`src/rtl/guess_scorer_pkg.sv`:
```
// Shared definitions for the guess scorer.
//   state_e     : 2-bit FSM state encoding (S_WAIT/S_SPIN/S_SHOW/S_OVER)
//   DEF_NUM_POS : default number of spinner positions
//   DEF_POS_W   : default width of the spinner position bus
package guess_scorer_pkg;

  typedef enum logic [1:0] {
    S_WAIT = 2'd0,
    S_SPIN = 2'd1,
    S_SHOW = 2'd2,
    S_OVER = 2'd3
  } state_e;

  localparam int DEF_NUM_POS = 6;
  localparam int DEF_POS_W   = 3;

endpackage

```
`src/rtl/guess_scorer_popcount.sv`:
```
// guess_popcount: combinational count of set bits in the guess vector.
//   guess_i : NUM_POS-bit player guess
//   cnt_o   : number of bits set in guess_i
module guess_popcount #(
  parameter int NUM_POS = 6,
  parameter int CNT_W   = $clog2(NUM_POS + 1)
) (
  input  logic [NUM_POS-1:0] guess_i,
  output logic [CNT_W-1:0]   cnt_o
);

  always_comb begin
    cnt_o = '0;
    for (int i = 0; i < NUM_POS; i++) cnt_o = cnt_o + CNT_W'(guess_i[i]);
  end

endmodule

```
`src/rtl/guess_scorer.sv`:
```
// guess_scorer: scores each spinner stop against the player's guess over a
// fixed-length game and drives the 7-seg decimal point.
//   clk_i/rst_i  : clock, synchronous active-high reset
//   pos_i        : current spinner position
//   running_i    : 1 = spinning, 0 = stopped
//   guess_i      : one bit per position
//   clear_i      : new-game request
//   dp_o         : decimal point (solid hit, blinking miss, game-over verdict)
//   hit_o/miss_o : 1-cycle result pulses, first show cycle
//   score_o/streak_o/rounds_o : game counters
//   game_over_o  : high while the game is finished
module guess_scorer
  import guess_scorer_pkg::*;
#(
  parameter int NUM_POS    = DEF_NUM_POS,
  parameter int POS_W      = DEF_POS_W,
  parameter int MAX_PICKS  = 1,
  parameter int ROUNDS     = 8,
  parameter int SCORE_W    = 4,
  parameter int SHOW_CYC   = 16,
  parameter int BLINK_LOG2 = 2
) (
  input  logic               clk_i,
  input  logic               rst_i,
  input  logic [POS_W-1:0]   pos_i,
  input  logic               running_i,
  input  logic [NUM_POS-1:0] guess_i,
  input  logic               clear_i,
  output logic               dp_o,
  output logic               hit_o,
  output logic               miss_o,
  output logic [SCORE_W-1:0] score_o,
  output logic [SCORE_W-1:0] streak_o,
  output logic [SCORE_W-1:0] rounds_o,
  output logic               game_over_o
);

  localparam int CNT_W = $clog2(NUM_POS + 1);
  // Counter must be wide enough for both the show length and the blink tap.
  localparam int SHOW_W = ($clog2(SHOW_CYC) > BLINK_LOG2) ? $clog2(SHOW_CYC) : BLINK_LOG2 + 1;
  localparam logic [SHOW_W-1:0]  SHOW_INIT = SHOW_W'(SHOW_CYC - 1);
  localparam logic [SCORE_W-1:0] ROUNDS_C  = SCORE_W'(ROUNDS);
  localparam logic [SCORE_W-1:0] SAT_MAX   = '1;

  state_e             state_q, state_d;
  logic [SHOW_W-1:0]  show_cnt_q, show_cnt_d;
  logic [SCORE_W-1:0] score_q, score_d, streak_q, streak_d, rounds_q, rounds_d;
  logic               hit_q, hit_d, hit_p_q, hit_p_d, miss_p_q, miss_p_d;

  logic [CNT_W-1:0]      picks;
  logic [2**POS_W-1:0]   guess_ext;
  logic                  hit, stop_evt, last_round;

  guess_popcount #(.NUM_POS(NUM_POS), .CNT_W(CNT_W)) u_pop (
    .guess_i (guess_i),
    .cnt_o   (picks)
  );

  // Zero-extend the guess so an out-of-range position indexes a 0 bit.
  always_comb begin
    guess_ext = '0;
    guess_ext[NUM_POS-1:0] = guess_i;
  end

  assign hit = ({1'b0, pos_i} < (POS_W+1)'(NUM_POS)) && guess_ext[pos_i] &&
               (picks <= CNT_W'(MAX_PICKS));
  assign stop_evt   = (state_q == S_SPIN) && !running_i;
  assign last_round = (rounds_q == ROUNDS_C);

  // Next-state logic
  always_comb begin
    state_d = state_q;
    if (clear_i) state_d = running_i ? S_SPIN : S_WAIT;
    else begin
      case (state_q)
        S_WAIT: if (running_i) state_d = S_SPIN;
        S_SPIN: if (!running_i) state_d = S_SHOW;
        S_SHOW: if (running_i || show_cnt_q == '0)
                  state_d = last_round ? S_OVER : (running_i ? S_SPIN : S_WAIT);
        default: state_d = S_OVER;
      endcase
    end
  end

  // Counters and result latches
  always_comb begin
    show_cnt_d = show_cnt_q;
    score_d    = score_q;
    streak_d   = streak_q;
    rounds_d   = rounds_q;
    hit_d      = hit_q;
    hit_p_d    = 1'b0;
    miss_p_d   = 1'b0;
    if (clear_i) begin
      show_cnt_d = '0;
      score_d    = '0;
      streak_d   = '0;
      rounds_d   = '0;
      hit_d      = 1'b0;
    end else if (stop_evt) begin
      show_cnt_d = SHOW_INIT;
      hit_d      = hit;
      hit_p_d    = hit;
      miss_p_d   = !hit;
      if (hit && score_q != SAT_MAX) score_d = score_q + SCORE_W'(1);
      if (!hit) streak_d = '0;
      else if (streak_q != SAT_MAX) streak_d = streak_q + SCORE_W'(1);
      if (!last_round) rounds_d = rounds_q + SCORE_W'(1);
    end else if (state_q == S_SHOW && show_cnt_q != '0) begin
      show_cnt_d = show_cnt_q - SHOW_W'(1);
    end
  end

  always_ff @(posedge clk_i) begin
    if (rst_i) begin
      state_q    <= S_WAIT;
      show_cnt_q <= '0;
      score_q    <= '0;
      streak_q   <= '0;
      rounds_q   <= '0;
      hit_q      <= 1'b0;
      hit_p_q    <= 1'b0;
      miss_p_q   <= 1'b0;
    end else begin
      state_q    <= state_d;
      show_cnt_q <= show_cnt_d;
      score_q    <= score_d;
      streak_q   <= streak_d;
      rounds_q   <= rounds_d;
      hit_q      <= hit_d;
      hit_p_q    <= hit_p_d;
      miss_p_q   <= miss_p_d;
    end
  end

  // dp depends only on flops, so it is as clean as a registered output.
  always_comb begin
    case (state_q)
      S_SPIN:  dp_o = 1'b0;
      S_SHOW:  dp_o = hit_q | show_cnt_q[BLINK_LOG2];
      S_OVER:  dp_o = ({score_q, 1'b0} >= (SCORE_W+1)'(ROUNDS));
      default: dp_o = hit_q;
    endcase
  end

  assign hit_o       = hit_p_q;
  assign miss_o      = miss_p_q;
  assign score_o     = score_q;
  assign streak_o    = streak_q;
  assign rounds_o    = rounds_q;
  assign game_over_o = (state_q == S_OVER);

endmodule

```
`config.mk`:
```
export PLATFORM = sky130hd
export DESIGN_NAME = guess_scorer
export DESIGN_NICKNAME = d
export VERILOG_FILES = /design/src/rtl/guess_scorer_pkg.sv /design/src/rtl/guess_scorer_popcount.sv /design/src/rtl/guess_scorer.sv
export SDC_FILE = /design/constraint.sdc
export NUM_CORES = 1
export LEC_CHECK = 0
export BUFFER_PORTS_ARGS = -buffer_cell sky130_fd_sc_hd__buf_2
export CAP_MARGIN = 0
export CORE_ASPECT_RATIO = 0.6
export CORE_UTILIZATION = 56
export CTS_CLUSTER_DIAMETER = 40
export DETAILED_ROUTE_END_ITERATION = 16
export PLACE_DENSITY = 0.83
export REMOVE_ABC_BUFFERS = 1
export SYNTH_ARGS = -nofsm -noshare
export SYNTH_HDL_FRONTEND = slang
export SYNTH_HIERARCHICAL = 1
export SYNTH_SLANG_ARGS = --single-unit
```
`constraint.sdc`:
```
create_clock -name clk_i -period 10.5 [get_ports clk_i]
set_input_delay 2.1 -clock clk_i [delete_from_list [all_inputs] [get_ports clk_i]]
set_output_delay 2.1 -clock clk_i [all_outputs]
set_load 0.05 [all_outputs]
```
==> results of run 1 <==
## critical path, stage by stage
cell	delay (ns)
buf_2	0.09
inv_1	0.05
fa_1	0.49
fa_1	0.49
inv_1	0.04
ha_1	0.18
fa_1	0.44
nor2_1	0.15
nand3_1	0.18
or4_1	0.53
a21oi_1	0.17
## layer usage
metal | global-route usage | up-vias
met3 | 0.0625 | 6
met2 | 0.516 | 27
met1 | 0.280 | 532
li1 | - | 562
met4 | 0.0930 | 0
met5 | 0 | -
## cells in the final DEF (no fill, tap or decap), types with 3 or more instances in the layout
master / count
buf_2: 28
dfxtp_1: 21
a21oi_1: 16
inv_1: 13
nand3_1: 9
nor2_1: 8
nand2_1: 7
ha_1: 6
or3_1: 4
xor2_1: 4
o21ai_0: 3
nor2b_1: 3
o21ai_1: 3
clkbuf_4: 3
fa_1: 3
## registers in the layout, indices dropped and copies added, names as in the netlist
| signal | count |
|---|---|
| miss_o | 1 |
| state_q | 2 |
| hit_o | 1 |
| hit_q | 1 |
| score_o | 4 |
| streak_o | 4 |
| show_cnt_q | 4 |
| rounds_o | 4 |
## layout make-up
class	instances	area (um2)
Tap cell	28	35.0
Sequential cell	21	420
Fill cell	166	547
Clock buffer	4	26.3
Inverter	13	48.8
Multi-Input combinational cell	103	727
Timing Repair Buffer	29	148
## cells by family (layout without fill, tap and decap cells)
kind of cell    Yosys count  count (layout)  synth area share
simple gates             50              50             0.231
compound gates           35              35             0.178
flops                    21              21             0.341
buf+inv                  20              46            0.0700
fa+ha+maj                 9               9             0.110
xor+xnor                  6               6            0.0426
mux                       3               3            0.0274
## stage by stage
stage / power (mW) / setup slack, ns / std cells
after global routing: 0.155 / 5.70 / 198
final: 0.147 / 5.85 / 198
after CTS: 0.147 / 5.84 / 198
after detailed placement: 0.109 / 5.51 / 194
after global placement: 0.108 / 5.63 / 194
after floorplan: 0.101 / 5.79 / 137
## final timing paths
| check | startpoint | end | slack [ns] | cells after the start |
|---|---|---|---|---|
| hold reg to reg | hit_q | hit_q | 0.49 | 2 |
| hold / removal | hit_q | hit_q | 0.49 | 2 |
| setup reg to reg | state_q[0] | score_o[3] | 8.33 | 4 |
| setup / recovery | guess_i[0] | score_o[3] | 5.85 | 11 |
## power by group through the flow
stage	logic (mW)	clock network (mW)	registers, mW
6_report	0.0263	0.0389	0.0816
3_3_place_gp	0.0248	0	0.0833
4_1_cts	0.0261	0.0395	0.0816
2_1_floorplan	0.0168	0	0.0840
5_1_grt	0.0294	0.0438	0.0818
3_5_place_dp	0.0260	0	0.0834
==> results.rst, run 1 <==
.. list-table::
   :header-rows: 1

   * - Metric
     - Value
   * - WL final
     - 2700 um
   * - Fmax
     - 215 MHz
   * - Final setup TNS
     - 0 ns
   * - Routed length on met2
     - 1330 um
   * - Critical path capture point type
     - flop
   * - Number of different library cells in the post-synthesis netlist
     - 44
   * - Cells taking the most area after synthesis
     - dfxtp_1 (34%), a21oi_1 (6.5%), ha_1 (6.1%)
   * - TritonCTS Buffers
     - 3
   * - Maximum clock insertion buffer count
     - 2
   * - Diodes inserted
     - 0
   * - Max_cap viols
     - 0
   * - CTS sink count
     - 21
   * - Worst setup SP type
     - primary input
   * - Initial cell density of the core
     - 0.632
   * - Signal arrival time at the worst endpoint
     - 4.89 ns
   * - Detailed-routing wirelength on met1
     - 1220 um
   * - Outcome
     - complete, no violations
   * - Number of vias in the routed layout
     - 1,127
   * - Via count of the first global-routing pass
     - 1,132
   * - Clk pin slew, worst setup/hold paths
     - 0.11 ns
   * - Number of antenna-violating nets in the routed design
     - 0
   * - Final RePlAce weighted congestion
     - 0.720
   * - Net total in the final layout
     - 193
   * - Async set-reset flop share out of synthesis
     - 0
   * - Maximum ir drop on the vdd rail
     - 69.9 uV
   * - Uppermost routed layer
     - met4
   * - Die Height
     - 38.4 um
   * - Root buf cell
     - clkbuf_4
   * - Switching Power
     - 0.0415 mW
   * - Slew Viols, Final
     - 0
   * - Synth top area share
     - 0.341
   * - Share of final-layout standard cells stronger than drive strength 1
     - 0.241
   * - DR WL/cell
     - 13.6 um
   * - Switching part of the total
     - 0.283
   * - Number of hold violations in the final report
     - 0
   * - Resized Gates After CTS
     - 0
   * - Unrepaired setup endpoints after global routing
     - no
   * - Final cycle utilization of the critical path
     - 0.443
   * - Part of the Yosys area used for sequential elements
     - 0.341
   * - Worst slew slack as a fraction of its limit
     - 0.489
   * - Maximum number of pins on one net before global-route repair
     - 18
   * - Area of placed instances
     - 1380 um2
   * - Maximum level of the CTS H-tree
     - 1
   * - Synthesized instance count
     - 144
   * - Static Leakage
     - 0.597 nW
   * - Internal Dissipation
     - 0.105 mW
   * - Crit path required time
     - 10.74 ns
   * - Global-route wire length before repair
     - 4750 um
   * - Post-CTS setup buffers
     - 0
   * - Share of total power in combinational logic
     - 0.179
   * - Number of enable flip-flop cells after synthesis
     - 0
   * - Post-synthesis instance area
     - 1230 um2
   * - Pre-antenna DRT Iters
     - 4
   * - Power density relative to cell area
     - 104 nW/um2
   * - Area of the die
     - 2400 um2
   * - Number of warning messages in the yosys log
     - 6
   * - Total of hold buffers inserted after clock tree synthesis
     - 0
   * - Cell type contributing the most total cell area after synthesis
     - dfxtp_1
   * - Slew @ Worst Pin
     - 0.763 ns
   * - Hold Worst Slack
     - 0.486 ns
   * - Number of ports placed on the die boundary
     - 29
   * - DRC violations left
     - 0
   * - Core Box Area
     - 1950 um2
   * - Post-route cell area
     - 1410 um2
   * - Post-DP HPWL
     - 2110 um
   * - Amount of wire on met3 after detailed routing
     - 111 um
   * - Clk_skew
     - 0.00508 ns
   * - Horizontal die dimension
     - 62.6 um
   * - TritonCTS clock tree
     - yes
   * - Final-report setup violation count
     - 0
   * - Synth Register Bits
     - 21
   * - Core utilization of the finished layout
     - 0.720
   * - CP Max Fanout
     - 6
   * - Worst-skew pair later-pin latency
     - 0.30 ns
   * - Hold crit path type
     - reg -> reg
   * - Final period demand of the worst path
     - 4.65 ns
   * - Overall overflow remaining after global route
     - 0
   * - Signed area change from the synthesized netlist to the final layout
     - 13.9%
   * - Synthesized area per cell
     - 8.57 um2
   * - Average vias per placed instance
     - 5.69
   * - Most common cell in the netlist
     - dfxtp_1
   * - Most frequent cells after synthesis
     - dfxtp_1 (21), a21oi_1 (16), inv_1 (13)
   * - Crit Path Class
     - in -> reg
   * - Drt first-iter violations
     - 68
   * - Buffers on Ports
     - 28
   * - Row count
     - 12
   * - Part of the power in registers
     - 0.556
   * - Clock network fraction of design power
     - 0.265
   * - Primary FF master, synth
     - dfxtp_1
   * - Number of antenna violations at the first check in global routing
     - 0
   * - Global-route total usage across every layer
     - 0.260
Note: power is estimated with default switching activity, not from simulation.
==> inputs of run 2 (changes only) <==
--- a/config.mk
+++ b/config.mk
@@ -5,13 +5,14 @@
 export SDC_FILE = /design/constraint.sdc
 export NUM_CORES = 1
 export LEC_CHECK = 0
+export ABC_AREA = 1
 export BUFFER_PORTS_ARGS = -buffer_cell sky130_fd_sc_hd__buf_2
 export CAP_MARGIN = 0
 export CORE_ASPECT_RATIO = 0.6
-export CORE_UTILIZATION = 56
+export CORE_UTILIZATION = 54
 export CTS_CLUSTER_DIAMETER = 40
 export DETAILED_ROUTE_END_ITERATION = 16
-export PLACE_DENSITY = 0.83
+export PLACE_DENSITY = 0.79
 export REMOVE_ABC_BUFFERS = 1
 export SYNTH_ARGS = -nofsm -noshare
 export SYNTH_HDL_FRONTEND = slang
==> constraint.sdc (replaced) <==
create_clock -name clk_i -period 4.69 [get_ports clk_i]
set_input_delay 0.938 -clock clk_i [delete_from_list [all_inputs] [get_ports clk_i]]
set_output_delay 0.938 -clock clk_i [all_outputs]
set_load 0.05 [all_outputs]
==> run 2 against run 1 <==
Net effect:
- combinational power rose to 3.8 times the previous value
- clock-buffer cell count down 1
- sequential share of layout area shrank 3.6 points
- worst setup slack worse by 4.5 ns
- non-clock buffer count down 1
- synthesized area is 12% higher
- critical path depth grew 2
- routed wire length increased by 15%
- highest routed layer unchanged
==> results.rst, run 2 <==
.. list-table::
   :header-rows: 1

   * - Metric
     - Value
   * - Outcome
     - complete, no violations (unchanged)
   * - Via count of the first global-routing pass
     - 1,103 (was 1,132)
   * - Critical path's slowest cell
     - fa_1 (was or4_1)
   * - Number of different library cells in the post-synthesis netlist
     - 36 (was 44)
   * - Core utilization of the finished layout
     - 0.696 (was 0.720)
   * - Power density relative to cell area
     - 255 nW/um2 (was 104 nW/um2)
   * - Clk_skew
     - 0.00158 ns (was 0.00508 ns)
   * - Maximum number of pins on one net before global-route repair
     - 15 (was 18)
   * - Most frequent standard cell in the layout excluding fill and tap cells
     - inv_1 (was buf_2)
   * - Final RePlAce weighted congestion
     - 0.787 (was 0.720)
   * - Die Height
     - 41.3 um (was 38.4 um)
   * - Number of warning messages in the yosys log
     - 6 (unchanged)
   * - Drt first-iter violations
     - 55 (was 68)
   * - Leading cell types in the layout, fill and taps excluded
     - inv_1 (30), buf_2 (28), nand2_1 (27), dfxtp_1 (21), a21oi_1 (13) (was buf_2 (28), dfxtp_1 (21), a21oi_1 (16), inv_1 (13), nand3_1 (9))
   * - CTS sink count
     - 21 (unchanged)
   * - Maximum clock insertion buffer count
     - 2 (unchanged)
   * - Fmax
     - 295 MHz
   * - Most common cell in the netlist
     - inv_1 (was dfxtp_1)
   * - Net total in the final layout
     - 232 (was 193)
   * - Cells taking the most area after synthesis
     - dfxtp_1 (30%), inv_1 (8.1%), nand2_1 (7.3%) (was dfxtp_1 (34%), a21oi_1 (6.5%), ha_1 (6.1%))
   * - Final cycle utilization of the critical path
     - 0.723
   * - Number of antenna violations at the first check in global routing
     - 0 (unchanged)
   * - Number of enable flip-flop cells after synthesis
     - 0 (unchanged)
   * - Signal arrival time at the worst endpoint
     - 3.58 ns (was 4.89 ns)
   * - Worst slew slack as a fraction of its limit
     - 0.652 (was 0.489)
   * - Critical-path cell list
     - buf_2, inv_1, fa_1, fa_1, inv_1, ha_1, fa_1, or2_1, inv_1, nand2_4, nor2_8, nand4_1, a21oi_2 (was buf_2, inv_1, fa_1, fa_1, inv_1, ha_1, fa_1, nor2_1, nand3_1, or4_1, a21oi_1)
   * - Row count
     - 13 (was 12)
   * - CP bufs+invs
     - 4 (was 3)
   * - Root buf cell
     - clkbuf_8 (was clkbuf_4)
   * - Number of antenna-violating nets in the routed design
     - 0 (unchanged)
   * - Crit Path Class
     - in -> reg (unchanged)
   * - Worst setup SP type
     - primary input (unchanged)
   * - Global-route total usage across every layer
     - 0.252 (was 0.260)
   * - Crit path required time
     - 4.88 ns (was 10.74 ns)
   * - Synth Register Bits
     - 21 (unchanged)
   * - Synthesized area per cell
     - 7.75 um2 (was 8.57 um2)
   * - Resized Gates After CTS
     - 0 (unchanged)
   * - Number of vias in the routed layout
     - 1,290 (was 1,127)
   * - Core Box Area
     - 2290 um2 (was 1950 um2)
   * - Horizontal die dimension
     - 67.4 um (was 62.6 um)
   * - Clk pin slew, worst setup/hold paths
     - 0.08 ns (was 0.11 ns)
   * - Initial cell density of the core
     - 0.605 (was 0.632)
   * - Pwr Total
     - 0.406 mW (was 0.147 mW)
   * - Primary FF master, synth
     - dfxtp_1 (unchanged)
   * - Average vias per placed instance
     - 5.40 (was 5.69)
   * - Synth top area share
     - 0.303 (was 0.341)
   * - Post-synthesis instance area
     - 1390 um2 (was 1230 um2)
   * - Number of hold violations in the final report
     - 0 (unchanged)
   * - Signed area change from the synthesized netlist to the final layout
     - 15.0% (was 13.9%)
   * - Hold Worst Slack
     - 0.507 ns (was 0.486 ns)
   * - DRC violations left
     - 0 (unchanged)
   * - Area of placed instances
     - 1550 um2 (was 1380 um2)
   * - CP Max Fanout
     - 8 (was 6)
   * - Maximum ir drop on the vdd rail
     - 152 uV (was 69.9 uV)
   * - Async set-reset flop share out of synthesis
     - 0 (unchanged)
   * - Cell type group with the largest total delay on the critical path
     - adder cells (unchanged)
   * - Post-route cell area
     - 1600 um2 (was 1410 um2)
   * - Global-route wire length before repair
     - 4980 um (was 4750 um)
   * - Pre-antenna DRT Iters
     - 4 (unchanged)
   * - Critical path capture point type
     - flop (unchanged)
   * - Overall overflow remaining after global route
     - 0 (unchanged)
   * - WL final
     - 3110 um (was 2700 um)
   * - Final setup TNS
     - 0 ns (unchanged)
   * - Post-DP HPWL
     - 2530 um (was 2110 um)
   * - Number of ports placed on the die boundary
     - 29 (unchanged)
   * - Unrepaired setup endpoints after global routing
     - no (unchanged)
   * - Synthesized instance count
     - 179 (was 144)
   * - Slew Viols, Final
     - 0 (unchanged)
   * - Maximum level of the CTS H-tree
     - 1 (unchanged)
   * - Part of the Yosys area used for sequential elements
     - 0.303 (was 0.341)
   * - Final-report setup violation count
     - 0 (unchanged)
   * - Static Leakage
     - 0.769 nW (was 0.597 nW)
   * - Worst-skew pair later-pin latency
     - 0.26 ns (was 0.30 ns)
   * - Delay contributed by the slowest stage of the critical path
     - 0.49 ns (was 0.53 ns)
   * - Total of hold buffers inserted after clock tree synthesis
     - 0 (unchanged)
   * - Max_cap viols
     - 0 (unchanged)
   * - Share of final-layout standard cells stronger than drive strength 1
     - 0.282 (was 0.241)
   * - Slew @ Worst Pin
     - 0.520 ns (was 0.763 ns)
   * - Most frequent cells after synthesis
     - inv_1 (30), nand2_1 (27), dfxtp_1 (21) (was dfxtp_1 (21), a21oi_1 (16), inv_1 (13))
   * - Diodes inserted
     - 0 (unchanged)
   * - Post-CTS setup buffers
     - 0 (unchanged)
   * - Area of the die
     - 2780 um2 (was 2400 um2)
   * - TritonCTS clock tree
     - yes (unchanged)
   * - Cell type contributing the most total cell area after synthesis
     - dfxtp_1 (unchanged)
   * - Final period demand of the worst path
     - 3.39 ns
   * - Hold crit path type
     - reg -> reg (unchanged)
   * - Buffers on Ports
     - 28 (unchanged)
   * - DR WL/cell
     - 13.0 um (was 13.6 um)
   * - TritonCTS Buffers
     - 3 (unchanged)
[run 2: cell count changes after synthesis, moves of 3 or more]
cell / before / now
nand2_1: 7 / 27
inv_1: 13 / 30
nand2_2: 0 / 9
clkbuf_1: 5 / 0
nand4_1: 2 / 6
nor2_1: 8 / 12
o21ai_0: 3 / 7
or3_1: 4 / 0
a21oi_1: 16 / 13
nor2b_1: 3 / 0
[run 2: per-stage QoR]
stage	std cells	worst slack, ns
after floorplan	177	1.28
after global placement	235	1.09
after detailed placement	235	1.03
after CTS	239	1.30
after global routing	239	1.18
final	239	1.30
[run 2: tightest hold or removal path: cells and delay by family (launching register included)]
kind,cells,cell delay (ns)
AOI/OAI and AO/OA,1,0.06
and+or+nand+nor,1,0.07
DFF,1,0.33
[run 2: cell families (layout without fill, tap and decap cells)]
| logic type | after synthesis | in the layout | synth area share |
|---|---|---|---|
| flip-flops | 21 | 21 | 0.303 |
| XOR/XNOR | 3 | 3 | 0.0189 |
| adder cells (fa/ha/maj) | 9 | 9 | 0.0974 |
| buffers and inverters | 35 | 65 | 0.101 |
| AO/OA/AOI/OAI | 32 | 32 | 0.147 |
| AND/OR/NAND/NOR | 79 | 79 | 0.333 |
[run 2: layer usage]
metal | track usage | vias up | share of wire
met2 | 0.428 | 36 | 0.46
met3 | 0.0583 | 2 | 0.041
met4 | 0.0479 | 0 | 0.0026
met1 | 0.332 | 604 | 0.50
met5 | 0 | - | 0
li1 | - | 648 | -
[run 2: area by class of cell]
cell class              instances  area [um2]
clock buffers                   3        41.3
clock inverters                 1        5.00
fillers                       187         698
inverters                      33         124
multi-input cells             123         827
flip-flops and latches         21         420
well taps                      30        37.5
repair buffers                 28         140
[run 2: power by group]
part / leakage (nW) / switching, mW / internal [mW]
Sequential: 0.170 / 0.00504 / 0.183
Clock: 0.0255 / 0.0588 / 0.0592
Combinational: 0.573 / 0.0659 / 0.0345
Total: 0.769 / 0.130 / 0.276
[run 2: path summary, 6_finish.rpt]
check / from / endpoint / slack, ns / cells past startpoint
max: guess_i[0] / streak_o[0] / 1.30 / 13
min: show_cnt_q[1] / show_cnt_q[1] / 0.51 / 2
max reg2reg: show_cnt_q[0] / state_q[0] / 3.26 / 7
min reg2reg: show_cnt_q[1] / show_cnt_q[1] / 0.51 / 2
==> inputs of run 3 (changes only) <==
==> constraint.sdc (replaced) <==
create_clock -name clk_i -period 3.2 [get_ports clk_i]
set_input_delay 0.64 -clock clk_i [delete_from_list [all_inputs] [get_ports clk_i]]
set_output_delay 0.64 -clock clk_i [all_outputs]
set_load 0.05 [all_outputs]
==> run 3 against run 2 <==
Net effect:
- sequential share of layout area fell by 0.21 points
- clock-buffer cell count unchanged
- power increased by 47%
- die area unchanged
- largest power group unchanged
- highest routed layer unchanged
==> results.rst, run 3 (synthesized netlist as in run 2, its figures left out) <==
.. list-table::
   :header-rows: 1

   * - Metric
     - Value
   * - Overall overflow remaining after global route
     - 0 (unchanged)
   * - Slew Viols, Final
     - 0 (unchanged)
   * - Power density relative to cell area
     - 371 nW/um2 (was 255 nW/um2)
   * - Critical-path cell list
     - buf_2, inv_1, fa_1, fa_1, inv_1, ha_1, fa_1, or2_1, inv_1, nand2_4, nor2_8, nand4_1, a21oi_2 (unchanged)
   * - Core Box Area
     - 2290 um2 (unchanged)
   * - Area of the die
     - 2780 um2 (unchanged)
   * - Signed area change from the synthesized netlist to the final layout
     - 15.9% (was 15.0%)
   * - Maximum number of pins on one net before global-route repair
     - 15 (unchanged)
   * - Hold Worst Slack
     - 0.503 ns (was 0.507 ns)
   * - Hold crit path type
     - reg -> reg (unchanged)
   * - Fmax
     - 320 MHz
   * - Number of vias in the routed layout
     - 1,293 (was 1,290)
   * - Non-filler instance count after layout
     - 239 (unchanged)
   * - Resized Gates After CTS
     - 0 (unchanged)
   * - CTS sink count
     - 21 (unchanged)
   * - DRC violations left
     - 0 (unchanged)
   * - Number of hold violations in the final report
     - 0 (unchanged)
   * - Static Leakage
     - 0.769 nW (about the same)
   * - Slew @ Worst Pin
     - 0.521 ns (was 0.520 ns)
   * - Number of antenna violations at the first check in global routing
     - 0 (unchanged)
   * - Crit Path Class
     - in -> reg (unchanged)
   * - Setup ws final
     - 0.0727 ns (was 1.30 ns)
   * - Maximum ir drop on the vdd rail
     - 221 uV (was 152 uV)
   * - Drt first-iter violations
     - 27 (was 55)
   * - Cell count along the critical path
     - 13 (unchanged)
   * - Total of hold buffers inserted after clock tree synthesis
     - 0 (unchanged)
   * - Crit path required time
     - 3.39 ns (was 4.88 ns)
   * - Row count
     - 13 (unchanged)
   * - Critical path's slowest cell
     - fa_1 (unchanged)
   * - Worst-skew pair later-pin latency
     - 0.26 ns (about the same)
   * - TritonCTS Buffers
     - 3 (unchanged)
   * - Number of antenna-violating nets in the routed design
     - 0 (unchanged)
   * - CP bufs+invs
     - 4 (unchanged)
   * - Via count of the first global-routing pass
     - 1,103 (unchanged)
   * - Clk_skew
     - 0.00144 ns (was 0.00158 ns)
   * - Die Height
     - 41.3 um (unchanged)
   * - Buffers on Ports
     - 28 (unchanged)
   * - Initial cell density of the core
     - 0.605 (unchanged)
   * - Final RePlAce weighted congestion
     - 0.787 (about the same)
   * - Core utilization of the finished layout
     - 0.701 (was 0.696)
   * - Maximum level of the CTS H-tree
     - 1 (unchanged)
   * - Diodes inserted
     - 0 (unchanged)
   * - Average vias per placed instance
     - 5.41 (was 5.40)
   * - WL final
     - 3160 um (was 3110 um)
   * - Share of final-layout standard cells stronger than drive strength 1
     - 0.287 (was 0.282)
   * - Final period demand of the worst path
     - 3.13 ns
   * - Signal arrival time at the worst endpoint
     - 3.31 ns (was 3.58 ns)
   * - DP Worst Slack
     - -0.164 ns (was 1.03 ns)
   * - DR WL/cell
     - 13.2 um (was 13.0 um)
   * - Post-CTS setup buffers
     - 0 (unchanged)
   * - Worst Hold Depth
     - 2 (unchanged)
   * - CP Max Fanout
     - 8 (unchanged)
   * - Pre-antenna DRT Iters
     - 4 (unchanged)
   * - Critical path capture point type
     - flop (unchanged)
   * - Most frequent standard cell in the layout excluding fill and tap cells
     - inv_1 (unchanged)
   * - Net total in the final layout
     - 232 (unchanged)
   * - Post-DP HPWL
     - 2530 um (unchanged)
   * - Root buf cell
     - clkbuf_8 (unchanged)
   * - Outcome
     - complete, no violations (unchanged)
   * - Leading cell types in the layout, fill and taps excluded
     - inv_1 (30), buf_2 (28), nand2_1 (27), dfxtp_1 (21) (was inv_1 (30), buf_2 (28), nand2_1 (27), dfxtp_1 (21), a21oi_1 (13))
   * - Horizontal die dimension
     - 67.4 um (unchanged)
   * - Worst slew slack as a fraction of its limit
     - 0.651 (was 0.652)
   * - Worst setup SP type
     - primary input (unchanged)
   * - Max_cap viols
     - 0 (unchanged)
   * - Global-route wire length before repair
     - 4980 um (unchanged)
   * - Final cycle utilization of the critical path
     - 0.977
   * - Number of ports placed on the die boundary
     - 29 (unchanged)
   * - TritonCTS clock tree
     - yes (unchanged)
   * - Clk pin slew, worst setup/hold paths
     - 0.07 ns (was 0.08 ns)
   * - Maximum clock insertion buffer count
     - 2 (unchanged)
   * - Global-route total usage across every layer
     - 0.252 (unchanged)
   * - Final-report setup violation count
     - 0 (unchanged)
   * - Delay contributed by the slowest stage of the critical path
     - 0.50 ns (was 0.49 ns)
   * - Cell type group with the largest total delay on the critical path
     - adder cells (unchanged)
   * - Path depth of the worst reg2reg path
     - 7 (unchanged)
   * - Total placed cells including tap cells
     - 235 (unchanged)
run 3: changes by cell type in the layout (fill, tap and decap cells not counted):
cell     delta
a21oi_1     -1
a21oi_2     +1
nand4_2     -1
nand4_4     +1
run 3: worst register-to-register path: stages, from the launching register on:
cell and delay, ns:
dfxtp_1 0.37, inv_1 0.07, ha_1 0.23, nand3_1 0.12, nand2_2 0.12, nand3b_1 0.14
nand2_2 0.09, a211oi_2 0.22
run 3: final timing paths:
| check | from | to | slack (ns) |
|---|---|---|---|
| worst max-delay path | guess_i[0] | score_o[1] | 0.07 |
| worst min-delay path | show_cnt_q[3] | show_cnt_q[3] | 0.50 |
| worst max register to register | show_cnt_q[0] | state_q[0] | 1.76 |
| worst min register to register | show_cnt_q[3] | show_cnt_q[3] | 0.50 |
run 3: cell type report:
cell class | instances | area (um2)
Tap cell | 30 | 37.5
Multi-Input combinational cell | 123 | 840
Inverter | 33 | 124
Timing Repair Buffer | 28 | 140
Clock inverter | 1 | 5.00
Fill cell | 186 | 686
Clock buffer | 3 | 41.3
Sequential cell | 21 | 420
run 3: metrics by stage:
step	area (um2)	power, mW	setup TNS (ns)
after global placement	1550	0.419	-0.483
after floorplan	1370	0.391	0
after CTS	1600	0.596	0
after global routing	1610	0.625	-0.00889
final	1610	0.596	0
after detailed placement	1550	0.427	-1.42
run 3: where the power goes:
part / switching, mW / internal, mW
Sequential: 0.00748 / 0.268
Combinational: 0.0984 / 0.0511
Clock: 0.0847 / 0.0867
Total: 0.191 / 0.405
run 3: layer usage:
layer / vias up / track usage / part of all wire
met5: - / 0 / 0
met4: 0 / 0.0479 / 0.0025
met3: 2 / 0.0583 / 0.049
met2: 42 / 0.428 / 0.47
met1: 606 / 0.332 / 0.48
li1: 643 / - / -
